`src/rtl/hamming_secded_decoder.sv`:
```
// SECDED decoder for a (16,11) extended Hamming code: two-stage valid/ready
// pipeline with saturating single/double error counters.
module hamming_secded_decoder #(
  parameter int CNT_W = 16
) (
  input  logic             clk,
  input  logic             rst,
  input  logic [15:0]      code_in,
  input  logic             in_valid,
  output logic             in_ready,
  output logic [10:0]      data_out,
  output logic             err_single,
  output logic             err_double,
  output logic [3:0]       syndrome,
  output logic             out_valid,
  input  logic             out_ready,
  output logic [CNT_W-1:0] cnt_single,
  output logic [CNT_W-1:0] cnt_double,
  input  logic             cnt_clr
);

  localparam logic [CNT_W-1:0] CNT_ONE = {{(CNT_W-1){1'b0}}, 1'b1};
  localparam logic [CNT_W-1:0] CNT_MAX = {CNT_W{1'b1}};

  // Received-word fields
  logic [10:0] d_in;
  logic        p1_in, p2_in, p3_in, p4_in;

  // Stage 1 registers
  logic        s1_valid_q, s1_valid_d;
  logic [10:0] s1_data_q, s1_data_d;
  logic [3:0]  s1_syn_q, s1_syn_d;
  logic        s1_par_q, s1_par_d;

  // Stage 2 registers
  logic        s2_valid_q, s2_valid_d;
  logic [10:0] s2_data_q, s2_data_d;
  logic        s2_single_q, s2_single_d;
  logic        s2_double_q, s2_double_d;
  logic [3:0]  s2_syn_q, s2_syn_d;

  // Counters
  logic [CNT_W-1:0] cnt_single_q, cnt_single_d;
  logic [CNT_W-1:0] cnt_double_q, cnt_double_d;

  logic        en;
  logic        out_xfer;
  logic [10:0] flip_mask;

  assign en       = !s2_valid_q || out_ready;
  assign in_ready = en || rst;
  assign out_xfer = s2_valid_q && out_ready;

  assign d_in  = code_in[15:5];
  assign p1_in = code_in[3];
  assign p2_in = code_in[2];
  assign p3_in = code_in[1];
  assign p4_in = code_in[0];

  // Stage 1: syndrome and overall parity of the received word
  always_comb begin
    s1_valid_d  = in_valid;
    s1_data_d   = d_in;
    s1_syn_d[0] = p1_in ^ d_in[0] ^ d_in[1] ^ d_in[3] ^ d_in[4] ^ d_in[6]
                  ^ d_in[8] ^ d_in[10];
    s1_syn_d[1] = p2_in ^ d_in[0] ^ d_in[2] ^ d_in[3] ^ d_in[5] ^ d_in[6]
                  ^ d_in[9] ^ d_in[10];
    s1_syn_d[2] = p3_in ^ d_in[1] ^ d_in[2] ^ d_in[3] ^ d_in[7] ^ d_in[8]
                  ^ d_in[9] ^ d_in[10];
    s1_syn_d[3] = p4_in ^ d_in[4] ^ d_in[5] ^ d_in[6] ^ d_in[7] ^ d_in[8]
                  ^ d_in[9] ^ d_in[10];
    s1_par_d    = ^code_in;
  end

  // Hamming position -> data bit; check-bit positions (1,2,4,8) and 0 flip nothing
  always_comb begin
    flip_mask = 11'd0;
    case (s1_syn_q)
      4'd3:    flip_mask = 11'b000_0000_0001;
      4'd5:    flip_mask = 11'b000_0000_0010;
      4'd6:    flip_mask = 11'b000_0000_0100;
      4'd7:    flip_mask = 11'b000_0000_1000;
      4'd9:    flip_mask = 11'b000_0001_0000;
      4'd10:   flip_mask = 11'b000_0010_0000;
      4'd11:   flip_mask = 11'b000_0100_0000;
      4'd12:   flip_mask = 11'b000_1000_0000;
      4'd13:   flip_mask = 11'b001_0000_0000;
      4'd14:   flip_mask = 11'b010_0000_0000;
      4'd15:   flip_mask = 11'b100_0000_0000;
      default: flip_mask = 11'd0;
    endcase
  end

  // Stage 2: classify and correct; odd overall parity always means a single error
  always_comb begin
    s2_valid_d  = s1_valid_q;
    s2_syn_d    = s1_syn_q;
    s2_single_d = s1_par_q;
    s2_double_d = !s1_par_q && (s1_syn_q != 4'd0);
    s2_data_d   = s1_par_q ? (s1_data_q ^ flip_mask) : s1_data_q;
  end

  // Clear has priority over an increment in the same cycle
  always_comb begin
    cnt_single_d = cnt_single_q;
    cnt_double_d = cnt_double_q;
    if (cnt_clr) begin
      cnt_single_d = '0;
      cnt_double_d = '0;
    end else if (out_xfer) begin
      if (s2_single_q && (cnt_single_q != CNT_MAX)) begin
        cnt_single_d = cnt_single_q + CNT_ONE;
      end
      if (s2_double_q && (cnt_double_q != CNT_MAX)) begin
        cnt_double_d = cnt_double_q + CNT_ONE;
      end
    end
  end

  always_ff @(posedge clk) begin
    if (rst) begin
      s1_valid_q   <= 1'b0;
      s1_data_q    <= '0;
      s1_syn_q     <= '0;
      s1_par_q     <= 1'b0;
      s2_valid_q   <= 1'b0;
      s2_data_q    <= '0;
      s2_single_q  <= 1'b0;
      s2_double_q  <= 1'b0;
      s2_syn_q     <= '0;
      cnt_single_q <= '0;
      cnt_double_q <= '0;
    end else begin
      if (en) begin
        s1_valid_q  <= s1_valid_d;
        s1_data_q   <= s1_data_d;
        s1_syn_q    <= s1_syn_d;
        s1_par_q    <= s1_par_d;
        s2_valid_q  <= s2_valid_d;
        s2_data_q   <= s2_data_d;
        s2_single_q <= s2_single_d;
        s2_double_q <= s2_double_d;
        s2_syn_q    <= s2_syn_d;
      end
      cnt_single_q <= cnt_single_d;
      cnt_double_q <= cnt_double_d;
    end
  end

  assign out_valid  = s2_valid_q;
  assign data_out   = s2_data_q;
  assign err_single = s2_single_q;
  assign err_double = s2_double_q;
  assign syndrome   = s2_syn_q;
  assign cnt_single = cnt_single_q;
  assign cnt_double = cnt_double_q;

endmodule

```
`config.mk`:
```
export PLATFORM = sky130hd
export DESIGN_NAME = hamming_secded_decoder
export DESIGN_NICKNAME = d
export VERILOG_FILES = /design/src/rtl/hamming_secded_decoder.sv
export SDC_FILE = /design/constraint.sdc
export NUM_CORES = 1
export LEC_CHECK = 0
export BUFFER_PORTS_ARGS = -buffer_cell sky130_fd_sc_hd__buf_4
export CAP_MARGIN = 20
export CORE_MARGIN = 2
export CORE_UTILIZATION = 49
export DETAILED_ROUTE_END_ITERATION = 6
export PLACE_DENSITY_LB_ADDON = 0.25
export SYNTH_ARGS = -nofsm -noshare
export SYNTH_HDL_FRONTEND = slang
export SYNTH_SLANG_ARGS = --single-unit
```
`constraint.sdc`:
```
create_clock -name clk -period 5.2 [get_ports clk]
set_input_delay 1.04 -clock clk [delete_from_list [all_inputs] [get_ports clk]]
set_output_delay 1.04 -clock clk [all_outputs]
set_load 0.005 [all_outputs]
```
After elaboration in Yosys (flattened, before gate mapping)
Memories as Yosys holds them, arrays and structs flattened. A register that Yosys moved wholly into a read port is not among the register bits.
Index checks and enable logic that the tools add are counted.
Widths: inputs -> output; s select.
- register bits after elaboration: 67
- ROM bits: 176
- word-level logic and storage cells: 61
- memories: 1
- add/subtract/negate cells: 2
- eq/ne operators: 2
- muxes and demuxes: 3
- bitwise logic cells: 29
- reductions and logical operators: 13
- memories (memory ; words ; width ; read ports ; clocked after memory_dff ; wr ports ; RTL line ; text):
    (no name shown) ; 16 ; 11 ; 1 ; 1 ; 0 ; 78 ; case (s1_syn_q)
- operators by type and width (cell ; number):
    $add 16x1->16 const B ; 2
    $ne 16x16->1 const B ; 2
    $xor 1x1->1 ; 28
    $reduce_xor 16->1 ; 1
    $mux 11 ; 1
    $xor 11x11->11 ; 1
    $mux 4 ; 2
    $logic_and 1x1->1 ; 4
    $reduce_and 2->1 ; 2
    $reduce_bool 4->1 ; 1
    $logic_not 1->1 ; 2
    $logic_or 1x1->1 ; 2
    $reduce_or 2->1 ; 1

Longest topological paths before layout
Gate-level depths: netlist (run 1).
- depth after elaboration: 9
- depth in mapped cells: 7

Least setup slack after synthesis (run 1)
Ideal clock, no wire load.
- path kind: in2out
- start: in out_ready
- end: out in_ready
- arrival: 1.605 ns
- setup slack: 2.555 ns
- cell stages on the path: 3
- cells stage by stage: nor2b_1 -> clkbuf_1 -> nand2b_1
- cells in the longest elaborated chain, start to end: 2
- ends and longest elaborated chain (what ; RTL line ; text):
    start, declared ; 16 ; input logic out_ready,
    $logic_or 1x1->1 ; 50 ; assign en = !s2_valid_q || out_ready;
    $logic_or 1x1->1 ; 51 ; assign in_ready = en || rst;
    end, declared ; 10 ; output logic in_ready,
No other way between the ends.

Final worst setup path (run 1)
Ends and elaborated chain as after synthesis.

==> metrics.cfg, run 1 <==
[status]
status = finished, final reports clean

[detailed_routing]
detail_route.wl_per_cell_um = 13.48
drtAntennaViolNets = 0
vias = 2909
drt_iter0_markers = 128
drt-total-wl_mm = 7.497
via_per_inst = 5.232
first_pass_iters = 4
drc = 0

[floorplanning]
core_um2 = 6869
io_pins = 72
die_y_um = 88.54
die_w_um = 88.54
initial_core_util_pct = 50.98
die_area_um2 = 7839
num_rows = 30

[cells_and_area]
syn_to_final_growth_pct = 21.29
fin_nets = 480
layout_common_cells = 78 x dfxtp_1, 72 x buf_4, 57 x nand2_1
drive_above_1_share_pct = 20.00
n_antenna_cell = 0
final_common_cell = dfxtp_1
utilization_pct = 61.84

[power_and_ir_drop]
powerDensity_nw_per_um2 = 296.3
power_mw = 1.258
peakVddDrop_mv = 0.1734
leakage_nw = 1.638

[timing]
fin_ws_ns = 2.375
min_period_ns = 2.825
rsz0062_at_grt = no
hold_viol = 0
slew_headroom_pct = 33.98
max_slew.worst_pin.slew_ns = 0.9903
finClkSkew_ns = 0.01122
fin_tns_setup_ns = 0
report.final.slew_viol_count = 0
max_freq_mhz = 354.0
period_share_pct = 54.33
setup_viol = 0

[worst_setup_path]
crit_path_max_fanout = 22
cp.arrival_ns = 1.79
path_class = input port to output pin
path_common_cell = buf_4
cp.required_ns = 4.16
crit_path_end_kind = output pin
crit_slowest_cell = buf_4
path_cells = buf_4 -> nor2b_1 -> buf_4 -> nand2b_1 -> buf_4
cp-start-kind = input port
slowest_delay_ns = 0.26

[cts]
cts.htree.levels = 3
cts_setup_buffers = 0
cts_resized = 0
cts_sinks = 78
cts_tree = built
root_buffer = clkbuf_8
clockBufferDepth = 2
cts_buffers = 9
holdBufCountCts = 0
clock_latency_ns = 0.34
path_clk_slew_ns = 0.07

[global_route]
gr-usage-met3_pct = 4.011
gr-usage-met2_pct = 31.58
grt_max_degree = 52
antenna_found_initial = 0
grt_busiest_layer = met2
grt_use_total_pct = 19.86
grt_pass1_wl_mm = 12.28
grt_overflow = 0
grt_use_met1_pct = 27.49
first_global_vias = 2655

[hold_path]
hp-class = flop to flop

[placement]
io_buffers = 71
dp_hpwl_mm = 5.265
place_ws_ns = 2.304
place_congestion = 0.8374

[yosys]
ys_types = 38
synth_seq_cells = 78
synth_seq_area_share_pct = 44.59
syn_avg_cell_area_um2 = 8.911
yosys_warnings = 0
synthCells = 393
syn_area_um2 = 3502
syn_nets = 416

[flow_run]
cap_violations = 0

[cells in the mapped netlist]
library cell / instances / area, um^2
a211oi_1: 12 / 90.09
nand2b_1: 3 / 18.77
ha_1: 2 / 25.02
o21ai_0: 4 / 20.02
a21o_1: 1 / 7.510
nor3_1: 18 / 90.09
nor2_1: 50 / 187.7
or3_1: 4 / 25.02
nand2_2: 1 / 6.260
xor3_2: 1 / 25.02
a2111o_1: 1 / 11.26
nand2_1: 57 / 214.0
xor3_1: 1 / 23.77
inv_1: 1 / 3.750
nor4_1: 4 / 25.02
xor2_1: 16 / 140.1
and2_1: 3 / 18.77
nand4_1: 4 / 25.02
and3b_1: 1 / 8.760
nor3b_1: 11 / 82.58
xnor3_1: 4 / 90.09
nand3_1: 13 / 65.06
and4b_1: 1 / 10.01
a211oi_2: 2 / 25.02
o31ai_1: 1 / 7.510
a21oi_1: 24 / 120.1
and4_1: 8 / 70.07
clkbuf_1: 17 / 63.81
xnor2_1: 38 / 332.8
and3_1: 2 / 12.51
or2_2: 1 / 6.260
buf_2: 1 / 5.000
nand3b_1: 1 / 7.510
dfxtp_1: 78 / 1562
buf_1: 1 / 3.750
a211oi_4: 2 / 40.04
nor4b_1: 3 / 26.28
nor2b_1: 1 / 6.260
[cells by family (layout without fill, tap and decap cells)]
logic type,count (synthesis),in the layout,share of synthesized area (%)
xor gates and xnor gates,60,60,17.47
AOI/OAI and AO/OA,47,47,9.182
and+or+nand+nor,186,186,25.87
buffers and inverters,20,87,2.179
adders and majority gates,2,2,0.7144
DFF,78,78,44.59
[report_power, final]
part	total (mW)	switching, mW	internal, mW
sequential	0.673	0.0363	0.636
clock	0.378	0.198	0.180
combinational	0.208	0.101	0.106
[area by class of cell]
| class | instances | area, um^2 |
|---|---|---|
| Multi-Input combinational cell | 295 | 1867 |
| Inverter | 1 | 3.754 |
| Tap cell | 96 | 120.1 |
| Timing Repair Buffer | 72 | 540.5 |
| Clock buffer | 12 | 145.1 |
| Clock inverter | 2 | 10.01 |
| Sequential cell | 78 | 1562 |
| Fill cell | 642 | 2621 |
[per-layer routing]
layer	wire [um]	vias to the layer above	share of wire, %
met1	3563	1353	48
met2	3466	82	46
met3	364	11	4.9
li1	-	1463	-
met4	102	0	1.4
met5	0	-	0
[flip-flops by register name, summed over array words and instances (netlist names)]
name        count
s1_data_q      11
syndrome        4
flip_mask      11
err_single      1
cnt_double     16
cnt_single     16
out_valid       1
err_double      1
s1_valid_q      1
s1_par_q        1
s1_syn_q        4
data_out       11
[critical path, delay by kind of cell]
| family | cells | cell delay [ns] |
|---|---|---|
| buffers and inverters | 3 | 0.53 |
| AND/OR/NAND/NOR | 2 | 0.21 |
[through the flow]
stage                     cell area (um^2)  std cells  hold WS [ns]
after floorplan                       3502        393        0.4322
after global placement                4093        542        0.4406
after detailed placement              4093        542        0.4460
after CTS                             4248        556        0.4627
after global routing                  4248        556        0.4847
final                                 4248        556        0.4612
[worst paths after layout]
kind | slack, ns | startpoint | cells after the start | to
worst min register to register | 0.46 | syndrome[1]$_SDFFE_PP0N_ | 2 | syndrome[1]$_SDFFE_PP0N_
worst max register to register | 3.14 | out_valid$_SDFFE_PP0N_ | 4 | flip_mask[1]$_SDFF_PP0_
worst max-delay path | 2.37 | out_ready | 5 | in_ready
worst min-delay path | 0.46 | syndrome[1]$_SDFFE_PP0N_ | 2 | syndrome[1]$_SDFFE_PP0N_
Note: power is estimated with default switching activity, not from simulation.
==> inputs of run 2 (changes only) <==
--- a/config.mk
+++ b/config.mk
@@ -5,6 +5,7 @@
 export SDC_FILE = /design/constraint.sdc
 export NUM_CORES = 1
 export LEC_CHECK = 0
+export ABC_AREA = 1
 export BUFFER_PORTS_ARGS = -buffer_cell sky130_fd_sc_hd__buf_4
 export CAP_MARGIN = 20
 export CORE_MARGIN = 2
==> constraint.sdc (replaced) <==
create_clock -name clk -period 2.31 [get_ports clk]
set_input_delay 0.462 -clock clk [delete_from_list [all_inputs] [get_ports clk]]
set_output_delay 0.462 -clock clk [all_outputs]
set_load 0.005 [all_outputs]
==> run 2 against run 1 <==
- first-iteration DRC count fell by 9.4%
- setup slack lost 1.9 ns
- via count rose by 33%
- synthesized cell count rose by 53%
- global-route usage is 2.1 points higher
- final area is 13% higher
- combinational power grew 90%
- count of clock-buffer cells in the layout shrank 2
- final cell count rose by 40%
- flip-flop and latch count unchanged
- critical path type is now flop to output pin
- largest power group unchanged
- highest routed layer unchanged
==> metrics.cfg, run 2 <==
[global_route]
grt_max_degree = 34
grt_use_total_pct = 21.92
grt_overflow = 0
first_global_vias = 3456
grt_pass1_wl_mm = 15.64
antenna_found_initial = 0

[cts]
cts_resized = 0
cts.htree.levels = 3
holdBufCountCts = 0
cts_setup_buffers = 0
cts_sinks = 78
clock_latency_ns = 0.35
clockBufferDepth = 2
root_buffer = clkbuf_8
cts_buffers = 9
cts_tree = built
path_clk_slew_ns = 0.08

[worst_setup_path]
crit_slowest_cell = dfxtp_1
path_common_cell = buf_4
r2r_start = cnt_double[0]$_SDFFE_PP0P_
rr_worst_depth = 9
path_class = flop to output pin
path_cells = inv_1 -> nor2_1 -> buf_4 -> nand2_1 -> buf_4
crit_cells = 5
crit_family = buffers and inverters
reg2reg_to = cnt_double[5]$_SDFFE_PP0P_
crit_buf_inv = 3
crit_end = in_ready
cp-start-kind = flop
cp.arrival_ns = 1.39
cp.required_ns = 1.85
cp-startpoint = out_valid$_SDFFE_PP0N_
rrSetupSlack_ns = 0.50
slowest_delay_ns = 0.38
crit_path_max_fanout = 7
crit_path_end_kind = output pin

[yosys]
synthTopCellsByCount = 197 x nand2_1, 78 x dfxtp_1, 60 x nor2_1
synth_seq_cells = 78
async_flop_share_pct = 0
synth_seq_area_share_pct = 38.63
ys_types = 33
ys.flop_type = dfxtp_1
yosys.area.top_type = dfxtp_1
syn_avg_cell_area_um2 = 6.715
syn_nets = 625
synth_area_leaders = dfxtp_1 39%, nand2_1 18%, xor2_1 6.7%
synth.top_cell.area_share_pct = 38.63
syn_area_um2 = 4043
yosysMostFrequentCell = nand2_1
synthCells = 602
synth_edf_count = 0
yosys_warnings = 0

[placement]
dp_hpwl_mm = 7.015
place_congestion = 0.9122
place_ws_ns = 0.5344
placed_area_um2 = 4648
io_buffers = 71

[detailed_routing]
via_per_inst = 4.967
detail_route.wl_per_cell_um = 11.92
drt_iter0_markers = 116
drc = 0
first_pass_iters = 5
vias = 3874
drtAntennaViolNets = 0
drt-total-wl_mm = 9.300

[cells_and_area]
utilization_pct = 59.57
final_area_um2 = 4821
drive_above_1_share_pct = 16.44
n_antenna_cell = 0
fin_nets = 694
layout_common_cells = 197 x nand2_1, 78 x dfxtp_1, 77 x buf_4
final_common_cell = nand2_1
syn_to_final_growth_pct = 19.25

[power_and_ir_drop]
leakage_nw = 2.169
power.internal_mw = 1.980
powerDensity_nw_per_um2 = 572.0
switching_share_pct = 28.20
p_comb_share_pct = 14.3
peakVddDrop_mv = 0.3585
switching_power_mw = 0.7777
pwr-share-seq_pct = 52.7
p_clk_share_pct = 33.0

[timing]
rsz0062_at_grt = no
max_freq_mhz = 540.0
finClkSkew_ns = 0.01690
setup_viol = 0
max_slew.worst_pin.slew_ns = 0.7588
fin_ws_ns = 0.4582
report.final.slew_viol_count = 0
slew_headroom_pct = 49.36
min_period_ns = 1.852
fin_tns_setup_ns = 0
period_share_pct = 80.16
hold_viol = 0

[floorplanning]
initial_core_util_pct = 49.95
num_rows = 33
core_um2 = 8093
die_w_um = 94.83
die_y_um = 94.83
io_pins = 72
die_area_um2 = 8993

[flow_run]
cap_violations = 0

[status]
status = finished, final reports clean

[hold_path]
hp-class = input port to flop

==> run 2: kinds of logic (layout without fill, tap and decap cells) <==
family / Yosys count / after routing / synth area share, %
and+or+nand+nor: 307 / 307 / 31.69
AOI/OAI and AO/OA: 94 / 94 / 12.07
buffers and inverters: 81 / 154 / 8.325
DFF: 78 / 78 / 38.63
adders and majority gates: 2 / 2 / 0.6189
xor gates and xnor gates: 40 / 40 / 8.666
==> run 2: power by group through the flow <==
stage                     registers, mW  logic (mW)  clock network [mW]
after detailed placement           1.48       0.395                   0
after CTS                          1.45       0.398               0.931
after global placement             1.48       0.388                   0
after global routing               1.46       0.452               0.986
final                              1.45       0.395               0.910
after floorplan                    1.47       0.262                   0
==> run 2: layout make-up <==
cell class	instances	area [um^2]
Fill cell	783	3272
Tap cell	105	131.4
Clock inverter	5	35.03
Clock buffer	10	137.6
Inverter	62	232.7
Sequential cell	78	1562
Timing Repair Buffer	77	578.1
Multi-Input combinational cell	443	2145
==> run 2: worst reg2reg max path, delay by kind of cell, from the launching register on <==
kind          cells  cell delay, ns
fa+ha+maj         1            0.24
buf+inv           1            0.15
flops             1            0.42
simple gates      7            0.87
==> run 2: how the worst min path moves through the flow <==
stage | startpoint | end | cells past startpoint
2_1_floorplan | s1_valid_q$_SDFFE_PP0N_ | s1_valid_q$_SDFFE_PP0N_ | 2
5_1_grt | rst | s1_syn_q[1]$_SDFFE_PP0N_ | 2
4_1_cts | rst | s1_syn_q[1]$_SDFFE_PP0N_ | 2
6_report | rst | err_single$_SDFFE_PP0N_ | 2
3_5_place_dp | s1_valid_q$_SDFFE_PP0N_ | s1_valid_q$_SDFFE_PP0N_ | 2
3_3_place_gp | s1_valid_q$_SDFFE_PP0N_ | s1_valid_q$_SDFFE_PP0N_ | 2
==> run 2: stage by stage <==
| stage | power, mW | instances | hold WS [ns] |
|---|---|---|---|
| after global placement | 1.869 | 765 | 0.4350 |
| after detailed placement | 1.878 | 765 | 0.4484 |
| after CTS | 2.781 | 780 | 0.3410 |
| after floorplan | 1.727 | 602 | 0.4246 |
| final | 2.758 | 780 | 0.3521 |
| after global routing | 2.897 | 780 | 0.3473 |
==> run 2: layer usage <==
metal	share of wire (%)	vias to the layer above	global-route usage (%)
met1	45	1746	27.34
met3	3.9	10	3.512
met2	50	91	38.59
met4	1.2	0	6.884
li1	-	2027	-
met5	0	-	0
